--- src/rtl/sprite_motion_ctrl_if.sv ---
// Bundles the per-frame control inputs and the sprite state outputs of
// sprite_motion_ctrl. The master side supplies keys; the slave side
// (the controller) reports position, direction, speed and edge pulses.
interface sprite_motion_ctrl_if #(
  parameter int W  = 10,
  parameter int SW = 3
);
  logic          enable;
  logic [15:0]   key_code;
  logic [W-1:0]  pos_x;
  logic [W-1:0]  pos_y;
  logic [W-1:0]  size;
  logic [2:0]    dir;
  logic [SW-1:0] speed;
  logic          edge_hit;

  modport master (
    output enable, key_code,
    input  pos_x, pos_y, size, dir, speed, edge_hit
  );

  modport slave (
    input  enable, key_code,
    output pos_x, pos_y, size, dir, speed, edge_hit
  );
endinterface

--- src/rtl/sprite_motion_ctrl.sv ---
// Keyboard-driven sprite motion controller, clocked once per video frame.
// A keycode selects a direction; holding it ramps the speed. The motion
// decided on an edge is applied on that same edge, and the configured edge
// rule (bounce / wrap / stop) keeps the sprite centre inside its legal range.
module sprite_motion_ctrl #(
  parameter int          W           = 10,
  parameter int          X_MIN       = 0,
  parameter int          X_MAX       = 639,
  parameter int          Y_MIN       = 0,
  parameter int          Y_MAX       = 479,
  parameter int          X_CENTER    = 320,
  parameter int          Y_CENTER    = 240,
  parameter int          SIZE        = 4,
  parameter int          STEP        = 1,
  parameter int          MAX_SPEED   = 4,
  parameter int          HOLD_FRAMES = 8,
  parameter int          EDGE_MODE   = 0,
  parameter logic [15:0] KEY_UP      = 16'h001A,
  parameter logic [15:0] KEY_DOWN    = 16'h0016,
  parameter logic [15:0] KEY_LEFT    = 16'h0004,
  parameter logic [15:0] KEY_RIGHT   = 16'h0007,
  parameter logic [15:0] KEY_STOP    = 16'h002C
) (
  input  logic                frame_clk,
  input  logic                Reset_n,
  sprite_motion_ctrl_if.slave bus
);

  localparam int SW = $clog2(MAX_SPEED + 1);
  localparam int HW = (HOLD_FRAMES > 1) ? $clog2(HOLD_FRAMES) : 1;
  // Two extra bits give a sign and headroom so the candidate position can go
  // below MIN or above MAX without wrapping.
  localparam int DW = W + 2;

  localparam logic signed [DW-1:0] X_LO = DW'(X_MIN + SIZE);
  localparam logic signed [DW-1:0] X_HI = DW'(X_MAX - SIZE);
  localparam logic signed [DW-1:0] Y_LO = DW'(Y_MIN + SIZE);
  localparam logic signed [DW-1:0] Y_HI = DW'(Y_MAX - SIZE);

  localparam logic [SW-1:0] SPEED_MAX = SW'(MAX_SPEED);
  localparam logic [HW-1:0] HOLD_LAST = HW'(HOLD_FRAMES - 1);

  typedef enum logic [2:0] {
    DIR_IDLE  = 3'd0,
    DIR_UP    = 3'd1,
    DIR_DOWN  = 3'd2,
    DIR_LEFT  = 3'd3,
    DIR_RIGHT = 3'd4
  } dir_e;

  typedef enum logic [1:0] {
    EDGE_BOUNCE = 2'd0,
    EDGE_WRAP   = 2'd1,
    EDGE_STOP   = 2'd2
  } edge_mode_e;

  localparam edge_mode_e MODE = edge_mode_e'(EDGE_MODE);

  dir_e          dir_q, dir_d;
  logic [SW-1:0] speed_q, speed_d;
  logic [HW-1:0] hcnt_q, hcnt_d;
  logic [W-1:0]  pos_x_q, pos_x_d;
  logic [W-1:0]  pos_y_q, pos_y_d;
  logic          edge_hit_q, edge_hit_d;

  dir_e                 key_dir;
  logic                 key_is_stop;
  logic                 moving, moving_y, moving_neg;
  logic signed [DW-1:0] cur_pos, delta, cand, new_pos, lim_lo, lim_hi;

  function automatic dir_e reverse_dir(input dir_e d);
    case (d)
      DIR_UP:    return DIR_DOWN;
      DIR_DOWN:  return DIR_UP;
      DIR_LEFT:  return DIR_RIGHT;
      DIR_RIGHT: return DIR_LEFT;
      default:   return DIR_IDLE;
    endcase
  endfunction

  // Keycode decode: STOP is flagged separately and checked first, then
  // directions in UP > DOWN > LEFT > RIGHT order.
  always_comb begin
    key_is_stop = (bus.key_code == KEY_STOP);
    key_dir     = DIR_IDLE;
    if (bus.key_code == KEY_UP)         key_dir = DIR_UP;
    else if (bus.key_code == KEY_DOWN)  key_dir = DIR_DOWN;
    else if (bus.key_code == KEY_LEFT)  key_dir = DIR_LEFT;
    else if (bus.key_code == KEY_RIGHT) key_dir = DIR_RIGHT;
  end

  // Next state: key decode first, then movement using the freshly decided
  // direction and speed, then the edge rule on the moving axis.
  always_comb begin
    // NOTE: every variable gets a default before any branch so no path
    // leaves one unassigned, which would otherwise infer a latch.
    dir_d      = dir_q;
    speed_d    = speed_q;
    hcnt_d     = hcnt_q;
    pos_x_d    = pos_x_q;
    pos_y_d    = pos_y_q;
    edge_hit_d = 1'b0;
    moving     = 1'b0;
    moving_y   = 1'b0;
    moving_neg = 1'b0;
    cur_pos    = '0;
    delta      = '0;
    cand       = '0;
    new_pos    = '0;
    lim_lo     = '0;
    lim_hi     = '0;

    if (bus.enable) begin
      if (key_is_stop) begin
        dir_d   = DIR_IDLE;
        speed_d = '0;
        hcnt_d  = '0;
      end else if (key_dir != DIR_IDLE) begin
        if (key_dir != dir_q) begin
          dir_d   = key_dir;
          speed_d = SW'(1);
          hcnt_d  = '0;
        end else if (hcnt_q == HOLD_LAST) begin
          hcnt_d = '0;
          if (speed_q < SPEED_MAX) speed_d = speed_q + 1'b1;
        end else begin
          hcnt_d = hcnt_q + 1'b1;
        end
      end else begin
        hcnt_d = '0;
      end

      case (dir_d)
        DIR_UP:    begin moving = 1'b1; moving_y = 1'b1; moving_neg = 1'b1; end
        DIR_DOWN:  begin moving = 1'b1; moving_y = 1'b1; end
        DIR_LEFT:  begin moving = 1'b1; moving_neg = 1'b1; end
        DIR_RIGHT: begin moving = 1'b1; end
        default:   ;
      endcase

      delta   = DW'(int'(speed_d) * STEP);
      cur_pos = moving_y ? $signed({2'b00, pos_y_q}) : $signed({2'b00, pos_x_q});
      lim_lo  = moving_y ? Y_LO : X_LO;
      lim_hi  = moving_y ? Y_HI : X_HI;
      cand    = moving_neg ? (cur_pos - delta) : (cur_pos + delta);
      new_pos = cand;

      if (moving && ((cand < lim_lo) || (cand > lim_hi))) begin
        edge_hit_d = 1'b1;
        case (MODE)
          EDGE_WRAP: new_pos = (cand < lim_lo) ? lim_hi : lim_lo;
          EDGE_STOP: begin
            new_pos = (cand < lim_lo) ? lim_lo : lim_hi;
            dir_d   = DIR_IDLE;
            speed_d = '0;
            hcnt_d  = '0;
          end
          default: begin
            new_pos = (cand < lim_lo) ? lim_lo : lim_hi;
            dir_d   = reverse_dir(dir_d);
          end
        endcase
      end

      if (moving) begin
        if (moving_y) pos_y_d = W'(new_pos);
        else          pos_x_d = W'(new_pos);
      end
    end
  end

  // State registers with asynchronous reset to the centre, idle and still.
  always_ff @(posedge frame_clk or negedge Reset_n) begin
    // NOTE: state flops use non-blocking assignments so every register
    // samples the pre-edge values regardless of statement order.
    if (!Reset_n) begin
      dir_q      <= DIR_IDLE;
      speed_q    <= '0;
      hcnt_q     <= '0;
      pos_x_q    <= W'(X_CENTER);
      pos_y_q    <= W'(Y_CENTER);
      edge_hit_q <= 1'b0;
    end else begin
      dir_q      <= dir_d;
      speed_q    <= speed_d;
      hcnt_q     <= hcnt_d;
      pos_x_q    <= pos_x_d;
      pos_y_q    <= pos_y_d;
      edge_hit_q <= edge_hit_d;
    end
  end

  assign bus.pos_x    = pos_x_q;
  assign bus.pos_y    = pos_y_q;
  assign bus.size     = W'(SIZE);
  assign bus.dir      = dir_q;
  assign bus.speed    = speed_q;
  assign bus.edge_hit = edge_hit_q;

endmodule
--- src/flat_wrapper.sv ---
// flat-port wrapper written by rule: the top's interface ports become plain ports
module sprite_motion_ctrl_flat 
#(
  parameter int          W           = 10,
  parameter int          X_MIN       = 0,
  parameter int          X_MAX       = 639,
  parameter int          Y_MIN       = 0,
  parameter int          Y_MAX       = 479,
  parameter int          X_CENTER    = 320,
  parameter int          Y_CENTER    = 240,
  parameter int          SIZE        = 4,
  parameter int          STEP        = 1,
  parameter int          MAX_SPEED   = 4,
  parameter int          HOLD_FRAMES = 8,
  parameter int          EDGE_MODE   = 0,
  parameter logic [15:0] KEY_UP      = 16'h001A,
  parameter logic [15:0] KEY_DOWN    = 16'h0016,
  parameter logic [15:0] KEY_LEFT    = 16'h0004,
  parameter logic [15:0] KEY_RIGHT   = 16'h0007,
  parameter logic [15:0] KEY_STOP    = 16'h002C
)
  (frame_clk, Reset_n, bus_enable, bus_key_code, bus_pos_x, bus_pos_y, bus_size, bus_dir, bus_speed, bus_edge_hit);
  sprite_motion_ctrl_if #(.W(W)) bus_i ();
  input  logic frame_clk;
  input  logic Reset_n;
  input wire logic [$bits(bus_i.enable)-1:0] bus_enable;
  input wire logic [$bits(bus_i.key_code)-1:0] bus_key_code;
  output wire logic [$bits(bus_i.pos_x)-1:0] bus_pos_x;
  output wire logic [$bits(bus_i.pos_y)-1:0] bus_pos_y;
  output wire logic [$bits(bus_i.size)-1:0] bus_size;
  output wire logic [$bits(bus_i.dir)-1:0] bus_dir;
  output wire logic [$bits(bus_i.speed)-1:0] bus_speed;
  output wire logic [$bits(bus_i.edge_hit)-1:0] bus_edge_hit;
  assign bus_i.enable = bus_enable;
  assign bus_i.key_code = bus_key_code;
  assign bus_pos_x = bus_i.pos_x;
  assign bus_pos_y = bus_i.pos_y;
  assign bus_size = bus_i.size;
  assign bus_dir = bus_i.dir;
  assign bus_speed = bus_i.speed;
  assign bus_edge_hit = bus_i.edge_hit;
  sprite_motion_ctrl #(.W(W), .X_MIN(X_MIN), .X_MAX(X_MAX), .Y_MIN(Y_MIN), .Y_MAX(Y_MAX), .X_CENTER(X_CENTER), .Y_CENTER(Y_CENTER), .SIZE(SIZE), .STEP(STEP), .MAX_SPEED(MAX_SPEED), .HOLD_FRAMES(HOLD_FRAMES), .EDGE_MODE(EDGE_MODE), .KEY_UP(KEY_UP), .KEY_DOWN(KEY_DOWN), .KEY_LEFT(KEY_LEFT), .KEY_RIGHT(KEY_RIGHT), .KEY_STOP(KEY_STOP)) u_core (.frame_clk(frame_clk), .Reset_n(Reset_n), .bus(bus_i));
endmodule
--- config.mk ---
export PLATFORM = sky130hd
export DESIGN_NAME = sprite_motion_ctrl_flat
export DESIGN_NICKNAME = d
export VERILOG_FILES = /design/src/rtl/sprite_motion_ctrl_if.sv /design/src/rtl/sprite_motion_ctrl.sv /design/src/flat_wrapper.sv
export SDC_FILE = /design/constraint.sdc
export NUM_CORES = 1
export LEC_CHECK = 0
export BUFFER_PORTS_ARGS = -buffer_cell sky130_fd_sc_hd__buf_2
export CORE_MARGIN = 2
export CORE_UTILIZATION = 53
export CTS_BUF_LIST = sky130_fd_sc_hd__clkbuf_8
export DETAILED_ROUTE_END_ITERATION = 10
export GPL_TIMING_DRIVEN = 0
export PLACE_DENSITY = 0.78
export SLEW_MARGIN = 20
export SYNTH_ARGS = -nofsm -noshare
export SYNTH_HDL_FRONTEND = slang
export SYNTH_SLANG_ARGS = --single-unit
--- constraint.sdc ---
create_clock -name frame_clk -period 5 [get_ports frame_clk]
set_input_delay 0.25 -clock frame_clk [delete_from_list [all_inputs] [get_ports frame_clk]]
set_output_delay 0.25 -clock frame_clk [all_outputs]
set_load 0.02 [all_outputs]
==> qor.csv, run 1 <==
stage,metric,value,unit
clocking,clk_path_buf_depth,2,
finish,mostFrequentLayoutCells,"buf_4, buf_2, nand2_1, dfrtp_1",
worst_setup_path,cp.arrival,6.02,ns
routing,drc,0,
die,start_util,54.0,%
synthesis,synth_top_cell_area_share,19.1,%
routing,drtIter0Drc,435,
worst_setup_path,critPathMaxFanout,14,
place,dp_hpwl,6480,µm
timing,finalSetupViolCount,24,
routing,wirelength,11100,µm
worst_setup_path,critPathSlowestCell,fa_2,
place,gp_congestion,0.924,
worst_setup_path,r2r-start,u_core.bus.dir[1],
synthesis,synth_cells,354,
power,p_comb_share,73.4,%
timing,max_freq,172,MHz
power,power.leakage,1.97,nW
die,coreArea,5820,µm²
worst_setup_path,crit_start,bus_key_code[1],
worst_setup_path,worstReg2RegEnd,u_core.bus.pos_y[7],
clocking,cts_buffers,5,
global_routing,grt_first_pass_wirelength,16300,µm
clocking,root_buffer,clkbuf_8,
routing,vias_per_cell,6.59,
timing,fin_crit,5.80,ns
routing,first_pass_iters,5,
power,finalPower,2.71,mW
timing,setup_ws,-0.798,ns
worst_setup_path,crit_required,5.22,ns
timing,setup_tns,-17.33,ns
die,die_w,81.0,µm
clocking,clk_pin_slew,0.07,ns
finish,multi_input_area,2590,µm²
timing,holdWs,-0.00149,ns
global_routing,overflow,0,
status,status,"complete, but fails checks",
global_routing,antenna_found_initial,0,
clocking,ctsHtreeMaxLevel,2,
synthesis,synth_edf_count,0,
worst_setup_path,end_kind,flip-flop,
power,power_density,610,nW/µm²
timing,hold_violations,4,
routing,ant_nets,0,
timing,relSlewSlack,53.1,%
finish,fillers,400,
die,fp.dieArea,6560,µm²
clocking,worstSkewPairLatency,0.30,ns
die,rows,28,
worst_setup_path,path_class,in -> reg,
routing,drt-wirelength-per-cell,20.8,µm
synthesis,ys_ff_latch,30,
worst_setup_path,crit_path_frequent_cell,buf_4,
die,ios,56,
timing,fin_crit_sh,116,%
synthesis,avgSynthCellArea,8.87,µm²
die,die_h,81.0,µm
global_routing,grt_max_degree,31,
clocking,cts_tree,built,
timing,final_max_slew_viol_count,0,
synthesis,synth_cell_types,74,
worst_setup_path,r2r_cells,28,
timing,grt_setup_unrepaired,true,
synthesis,ys_seq_area_share,24.1,%
job,max_cap_violations,0,
status,violations,"hold timing, setup timing",
synthesis,ys_async_sr_fraction,100,%
global_routing,grt_use_total,32.5,%
synthesis,synth_ff_type,dfrtp_1,
place,io_buffer_count,45,
clocking,cts.sinks,30,
finish,mostFrequentLayoutCell,buf_4,
place,dp.cells,482,
power,ir_drop,417,µV
finish,final_cells,533,
power,internal-power,1.33,mW
power,seqPwrFrac,17.4,%
worst_setup_path,slowest_delay,0.38,ns
finish,syn_to_final_growth,41.3,%
power,swShare,51.0,%
timing,finClkSkew,0.00664,ns
synthesis,netlist_area,3140,µm²
clocking,hold_buffers,0,
worst_setup_path,crit_buf_inv,10,
power,p_switching,1.38,mW
synthesis,synth_area_leaders,"dfrtp_1, ha_1, dfstp_2",
routing,via_count,3510,
finish,nets,491,
finish,num_antenna_cells,0,
worst_setup_path,path_delay_family,simple AND/OR/NAND/NOR gates,
worst_setup_path,critPathLaunchType,input port,
hold_path,hp-class,in -> async,
synthesis,yosysWarnings,0,
power,power_frac_clock,9.2,%
timing,worst_pin_slew,0.704,ns
worst_setup_path,r2r_slack,-0.56,ns
global_routing,grt_pass1_vias,3331,
finish,drive_gt1_share,47.4,%
synthesis,synth_top_cell_by_area,dfrtp_1,
finish,seq_area,758,µm²
-- power groups by stage --
stage          Clock (mW)  Sequential, mW  Combinational (mW)
2_1_floorplan           0           0.519                1.05
3_3_place_gp            0           0.458                1.46
3_5_place_dp            0           0.460                1.49
4_1_cts             0.248           0.458                1.78
5_1_grt             0.254           0.478                2.09
6_report            0.250           0.471                1.99
-- worst max-delay path by stage --
stage | endpoint | slack (ns) | cells past startpoint
6_report | u_core.bus.pos_y[7] | -0.80 | 33
5_1_grt | u_core.bus.pos_y[2] | -1.06 | 30
4_1_cts | u_core.bus.dir[0] | -0.61 | 33
3_5_place_dp | u_core.bus.pos_x[1] | -1.72 | 29
3_3_place_gp | u_core.bus.pos_y[1] | -1.61 | 29
2_1_floorplan | u_core.bus.pos_y[2] | -0.55 | 30
-- final cells by class --
class                   instances  area share (%)
plain buffers                  19            3.55
well taps                      75            2.11
repair buffers                 91            14.9
flip-flops and latches         30            17.1
clock inverters                 3           0.846
multi-input cells             294            58.3
inverters                      16            1.64
clock buffers                   5            1.55
-- metal layers --
metal  share of wire (%)  GRT usage, %
met1                  38          42.8
met2                  48          52.3
met3                 9.5          5.44
met4                 4.2          14.6
met5                   0             0
-- worst reg2reg max path, delay by kind of cell, from the launching register on --
kind | cells | cell delay [ns]
XOR/XNOR | 2 | 0.45
flip-flops | 1 | 0.50
buffers and inverters | 7 | 0.80
AO/OA/AOI/OAI | 7 | 1.21
adder cells (fa/ha/maj) | 3 | 0.87
multiplexers | 1 | 0.09
AND/OR/NAND/NOR | 8 | 1.58
-- Yosys cell counts, drive strengths merged (3+ instances only) --
library cell,count
nand4,6
mux2,14
nor2,18
a211oi,11
a22oi,4
nor3,5
and2,6
buf,18
o21bai,3
dfrtp,24
nand2,39
o22ai,3
and3,7
a21oi,16
nor4,4
xor2,8
dfstp,6
or3,3
ha,13
clkbuf,4
nand2b,5
a22o,3
o21ai,12
xnor2,6
inv,16
nand3,18
nor2b,8
mux2i,17
o31ai,7
a31oi,7
nor4b,5
or2,3
and4,3
-- logic make-up (layout without fill, tap and decap cells) --
kind of cell / Yosys count / in the layout / synth area share, %
and+or+nand+nor: 136 / 136 / 25.5
buffers and inverters: 38 / 134 / 7.29
DFF: 30 / 30 / 24.1
muxes: 31 / 31 / 11.1
other: 2 / 10 / 0.239
AOI/OAI and AO/OA: 88 / 88 / 21.2
adders and majority gates: 15 / 15 / 6.45
xor gates and xnor gates: 14 / 14 / 4.14
-- through the flow --
| stage | cell area, µm² | setup slack [ns] | utilization (%) |
|---|---|---|---|
| after floorplan | 3240 | -0.546 | - |
| after global routing | 4440 | -1.06 | 76.3 |
| final | 4440 | -0.798 | 76.3 |
| after CTS | 4260 | -0.612 | 73.2 |
| after global placement | 3560 | -1.61 | 61.2 |
| after detailed placement | 3560 | -1.72 | 61.2 |
-- flip-flops by register name, summed over array words and instances (netlist names) --
name,cells
u_core.bus.dir,3
u_core.hcnt_q,3
u_core.bus.edge_hit,1
u_core.bus.pos_x,10
u_core.bus.speed,3
u_core.bus.pos_y,10
-- repair_timing --
action	in CTS	in global routing
pin swaps	43	28
buffers inserted	40	7
endpoints found under the setup margin	24	24
resized for setup	61	34
(Power assumes the default switching activity.)
==> run 2: changes to the inputs <==
--- a/config.mk
+++ b/config.mk
@@ -7,11 +7,10 @@
 export LEC_CHECK = 0
 export BUFFER_PORTS_ARGS = -buffer_cell sky130_fd_sc_hd__buf_2
 export CORE_MARGIN = 2
-export CORE_UTILIZATION = 53
-export CTS_BUF_LIST = sky130_fd_sc_hd__clkbuf_8
+export CORE_UTILIZATION = 52
 export DETAILED_ROUTE_END_ITERATION = 10
 export GPL_TIMING_DRIVEN = 0
-export PLACE_DENSITY = 0.78
+export PLACE_DENSITY_LB_ADDON = 0.08
 export SLEW_MARGIN = 20
 export SYNTH_ARGS = -nofsm -noshare
 export SYNTH_HDL_FRONTEND = slang
==> run 2 against run 1 <==
Compared with the run above: the flow still finishes with violations (hold timing, setup timing); final cell count unchanged; die area rose by 1.8%; sequential share of layout area up 0.24 points; power shrank 6.8%; critical path depth down 4; via count down 6.4%; clock power down 15%; critical path type unchanged; clock-buffer cell count up 1; sequential power decreased by 1%; clock skew is 0.0025 ns lower; fmax barely moved; non-clock buffer count unchanged; critical endpoint is now u_core.bus.pos_x[2].
==> qor.csv, run 2 (synthesized netlist as in run 1, its figures left out) <==
stage,metric,value,unit
power,power_density,577,nW/µm²
global_routing,grt_first_pass_wirelength,14900,µm
status,violations,"hold timing, setup timing",
routing,drt-wirelength-per-cell,18.9,µm
die,ios,56,
worst_setup_path,path_delay_family,simple AND/OR/NAND/NOR gates,
timing,fin_crit_sh,116,%
clocking,clk_pin_slew,0.07,ns
clocking,clk_path_buf_depth,2,
worst_setup_path,cp.arrival,5.96,ns
place,io_buffer_count,45,
die,die_h,81.7,µm
worst_setup_path,crit_buf_inv,4,
place,dp_hpwl,6510,µm
clocking,root_buffer,clkbuf_8,
worst_setup_path,critPathSlowestCell,nor4b_4,
power,finalPower,2.52,mW
worst_setup_path,path_class,in -> reg,
global_routing,antenna_found_initial,0,
power,ir_drop,364,µV
finish,num_antenna_cells,0,
job,max_cap_violations,0,
timing,hold_violations,3,
finish,syn_to_final_growth,39.3,%
worst_setup_path,r2r-start,u_core.hcnt_q[0],
die,fp.dieArea,6680,µm²
finish,mostFrequentLayoutCell,buf_4,
power,power.leakage,1.97,nW
worst_setup_path,critPathLaunchType,input port,
timing,finalSetupViolCount,24,
die,coreArea,5890,µm²
die,rows,28,
worst_setup_path,end_kind,flip-flop,
place,gp_congestion,0.984,
hold_path,hp-class,in -> async,
timing,worst_pin_slew,0.682,ns
timing,fin_crit,5.79,ns
global_routing,grt_pass1_vias,2995,
routing,ant_nets,0,
worst_setup_path,critPathMaxFanout,6,
clocking,cts_tree,built,
timing,relSlewSlack,54.5,%
worst_setup_path,crit_required,5.17,ns
routing,vias_per_cell,6.16,
die,die_w,81.7,µm
clocking,cts_buffers,5,
worst_setup_path,r2r_cells,25,
routing,via_count,3285,
global_routing,grt_max_degree,31,
timing,holdWs,-0.00128,ns
routing,drtIter0Drc,349,
routing,first_pass_iters,5,
timing,max_freq,173,MHz
status,status,"complete, but fails checks",
timing,finClkSkew,0.00411,ns
worst_setup_path,r2r_slack,-0.64,ns
routing,wirelength,10100,µm
timing,setup_ws,-0.792,ns
clocking,worstSkewPairLatency,0.29,ns
routing,drc,0,
finish,final_core_util,74.3,%
global_routing,overflow,0,
global_routing,grt_use_total,29.1,%
worst_setup_path,slowest_delay,0.37,ns
clocking,cts.sinks,30,
finish,mostFrequentLayoutCells,"buf_4, buf_2, nand2_1, dfrtp_1",
die,start_util,53.4,%
timing,final_max_slew_viol_count,0,
clocking,ctsHtreeMaxLevel,2,
worst_setup_path,worstReg2RegEnd,u_core.bus.pos_x[2],
finish,drive_gt1_share,47.8,%
timing,grt_setup_unrepaired,true,
finish,nets,491,
## run 2: where the power goes
group	internal [mW]	switching, mW	total, mW	leakage [nW]
clock network	0.111	0.102	0.213	0.0472
registers	0.332	0.134	0.466	0.375
logic	0.790	1.06	1.85	1.55
## run 2: cell type report
cell class | instances | area [µm²]
repair buffers | 91 | 611
flip-flops and latches | 30 | 758
fillers | 433 | 1510
well taps | 75 | 93.8
clock buffers | 6 | 82.6
inverters | 16 | 72.6
plain buffers | 19 | 163
clock inverters | 2 | 12.5
multi-input cells | 294 | 2580
## run 2: layer usage
layer  routed length, µm  share of wire (%)  vias up  global-route usage [%]
met4                 206                2.0        0                    9.83
met5                   0                  0        -                       0
met1                4330                 43     1599                    40.3
li1                    -                  -     1508                       -
met3                 578                5.8       23                    4.62
met2                4930                 49      155                    46.4
## run 2: stage by stage
step / cells / hold slack, ns / worst slack [ns] / TNS (ns) / area, µm²
5_1_grt: 533 / 0.0649 / -1.01 / -22.18 / 4380
6_report: 533 / -0.00128 / -0.792 / -16.80 / 4380
4_1_cts: 519 / 0.0332 / -0.689 / -14.09 / 4100
3_5_place_dp: 482 / 0.338 / -1.71 / -37.54 / 3560
3_3_place_gp: 482 / 0.312 / -1.61 / -35.58 / 3560
2_1_floorplan: 362 / -0.0456 / -0.546 / -8.58 / 3240
## run 2: how the worst max path moves through the flow
stage / startpoint / depth (start not counted) / to
2_1_floorplan: bus_key_code[9] / 30 / u_core.bus.pos_y[2]
3_3_place_gp: bus_key_code[4] / 28 / u_core.bus.pos_y[2]
3_5_place_dp: bus_key_code[4] / 28 / u_core.bus.pos_x[2]
4_1_cts: bus_key_code[6] / 29 / u_core.bus.pos_x[2]
5_1_grt: bus_key_code[13] / 31 / u_core.bus.pos_y[7]
6_report: bus_key_code[3] / 29 / u_core.bus.pos_x[2]
## run 2: what timing repair did
action | CTS | global route
resized for setup | 53 | 38
hold buffers | 0 | 0
buffers inserted | 31 | 15
endpoints found under the setup margin | 24 | 24
pin swaps | 39 | 40
hold endpoints to repair | 0 | 0
gates cloned | 0 | 0
## run 2: worst reg2reg max path, delay by kind of cell, from the launching register on
kind                       cells  cell delay [ns]
and+or+nand+nor                8             2.02
adders and majority gates      5             1.27
AOI/OAI and AO/OA              7             1.11
DFF                            1             0.37
muxes                          2             0.35
xor gates and xnor gates       1             0.24
buffers and inverters          2             0.15
==> run 3: changes to the inputs <==
--- a/config.mk
+++ b/config.mk
@@ -7,7 +7,7 @@
 export LEC_CHECK = 0
 export BUFFER_PORTS_ARGS = -buffer_cell sky130_fd_sc_hd__buf_2
 export CORE_MARGIN = 2
-export CORE_UTILIZATION = 52
+export CORE_UTILIZATION = 35
 export DETAILED_ROUTE_END_ITERATION = 10
 export GPL_TIMING_DRIVEN = 0
 export PLACE_DENSITY_LB_ADDON = 0.08
==> constraint.sdc (replaced) <==
create_clock -name frame_clk -period 4.83 [get_ports frame_clk]
set_input_delay 0.2415 -clock frame_clk [delete_from_list [all_inputs] [get_ports frame_clk]]
set_output_delay 0.2415 -clock frame_clk [all_outputs]
set_load 0.02 [all_outputs]
==> run 3 against run 2 <==
Compared with the run above: the run ends with setup timing left; clock power increased by 4%; die area up 46%; critical path depth up 2; register-to-register slack improved by 0.07 ns; utilization shrank 23 points; non-clock buffer count is 3 lower; largest power group unchanged; highest routed layer unchanged.
==> qor.csv, run 3 (synthesized netlist as in run 1, its figures left out) <==
stage,metric,value,unit
timing,hold_violations,0,
routing,drtIter0Drc,184,
global_routing,grt_max_degree,31,
place,gp_congestion,0.831,
routing,drt-wirelength-per-cell,18.2,µm
timing,fin_crit,5.67,ns
routing,vias_per_cell,5.59,
finish,final_cells,563,
power,finalPower,2.71,mW
worst_setup_path,critPathSlowestCell,fa_2,
global_routing,grt_use_total,21.0,%
global_routing,grt_pass1_vias,3125,
timing,fin_crit_sh,117,%
die,coreArea,8720,µm²
place,place_worst_setup_slack,-2.04,ns
power,power_density,609,nW/µm²
worst_setup_path,path_class,in -> reg,
job,max_cap_violations,0,
worst_setup_path,cp.arrival,5.85,ns
clocking,cts_buffers,5,
worst_setup_path,critPathMaxFanout,5,
timing,max_freq,176,MHz
timing,setup_ws,-0.841,ns
worst_setup_path,slowest_delay,0.42,ns
finish,nets,488,
place,dp_hpwl,7050,µm
die,die_h,98.7,µm
die,die_w,98.7,µm
routing,drc,0,
finish,mostFrequentLayoutCells,"buf_4, buf_2, nand2_1, dfrtp_1",
routing,ant_nets,0,
power,ir_drop,315,µV
clocking,clk_pin_slew,0.07,ns
timing,grt_setup_unrepaired,true,
die,rows,34,
clocking,cts.sinks,30,
place,io_buffer_count,45,
worst_setup_path,critPathLaunchType,input port,
die,fp.dieArea,9750,µm²
routing,wirelength,10200,µm
timing,finClkSkew,0.00483,ns
timing,final_max_slew_viol_count,0,
timing,finalSetupViolCount,24,
power,power.leakage,1.96,nW
global_routing,antenna_found_initial,0,
worst_setup_path,end_kind,flip-flop,
status,violations,setup timing,
global_routing,overflow,0,
finish,num_antenna_cells,0,
clocking,worstSkewPairLatency,0.29,ns
clocking,cts_tree,built,
hold_path,hp-class,in -> async,
clocking,clk_path_buf_depth,2,
clocking,root_buffer,clkbuf_8,
worst_setup_path,crit_required,5.01,ns
finish,syn_to_final_growth,41.7,%
clocking,ctsHtreeMaxLevel,2,
global_routing,grt_first_pass_wirelength,16400,µm
routing,via_count,3145,
routing,first_pass_iters,5,
clocking,hold_buffers,0,
finish,drive_gt1_share,47.9,%
die,ios,56,
place,dp.cells,515,
timing,relSlewSlack,51.8,%
timing,worst_pin_slew,0.723,ns
finish,mostFrequentLayoutCell,buf_4,
status,status,"complete, but fails checks",
die,start_util,36.0,%
run 3: what timing repair did:
action / in CTS / in global routing
gates cloned: 0 / 0
hold endpoints to repair: 0 / 0
gates resized for setup: 67 / 30
setup endpoints to repair: 24 / 24
buffers inserted: 34 / 11
pin swaps: 46 / 35
run 3: path summary, 6_finish.rpt:
check                               startpoint  slack [ns]                   to  depth (start not counted)
min reg2reg                u_core.bus.pos_x[6]        0.51  u_core.bus.pos_x[6]                          2
min                                    Reset_n       0.008  u_core.bus.pos_x[4]                          1
max                           bus_key_code[12]       -0.84  u_core.bus.pos_y[8]                         31
max reg2reg                  u_core.bus.dir[1]       -0.57  u_core.bus.pos_y[8]                         27
min in group frame_clk              bus_enable        0.32  u_core.bus.speed[0]                          2
max in group asynchronous              Reset_n        4.36  u_core.bus.pos_y[9]                          1
run 3: power breakdown:
group,total (mW),internal (mW),leakage (nW),switching [mW]
registers,0.484,0.344,0.375,0.140
logic,2.00,0.878,1.53,1.13
clock network,0.221,0.115,0.0482,0.106
total,2.71,1.34,1.96,1.37
run 3: layout make-up:
| class | count | area [µm²] |
|---|---|---|
| Fill cell | 824 | 4270 |
| Clock buffer | 7 | 86.3 |
| Inverter | 16 | 75.1 |
| Tap cell | 108 | 135 |
| Sequential cell | 30 | 758 |
| Buffer | 19 | 163 |
| Clock inverter | 1 | 5.00 |
| Timing Repair Buffer | 88 | 597 |
| Multi-Input combinational cell | 294 | 2630 |
run 3: worst max-delay path, delay by kind of cell:
family,cells,cell delay (ns)
compound gates,7,1.11
xor+xnor,2,0.40
fa+ha+maj,2,0.70
buf+inv,6,0.68
mux,1,0.08
simple gates,13,2.63
run 3: per-stage QoR:
stage	hold slack (ns)	setup TNS [ns]	area (µm²)	util, %
3_3_place_gp	0.338	-44.92	3600	41.3
4_1_cts	0.0466	-17.50	4210	48.2
3_5_place_dp	0.361	-45.41	3600	41.3
2_1_floorplan	-0.0541	-12.45	3240	-
6_report	0.00846	-18.64	4450	51.0
5_1_grt	0.0742	-25.47	4450	51.0
run 3: per-layer routing:
metal  wire [µm]  GRT usage, %
met1        4750          29.5
met2        4900          34.4
met3         467          2.91
met4         110          5.06
met5           0             0
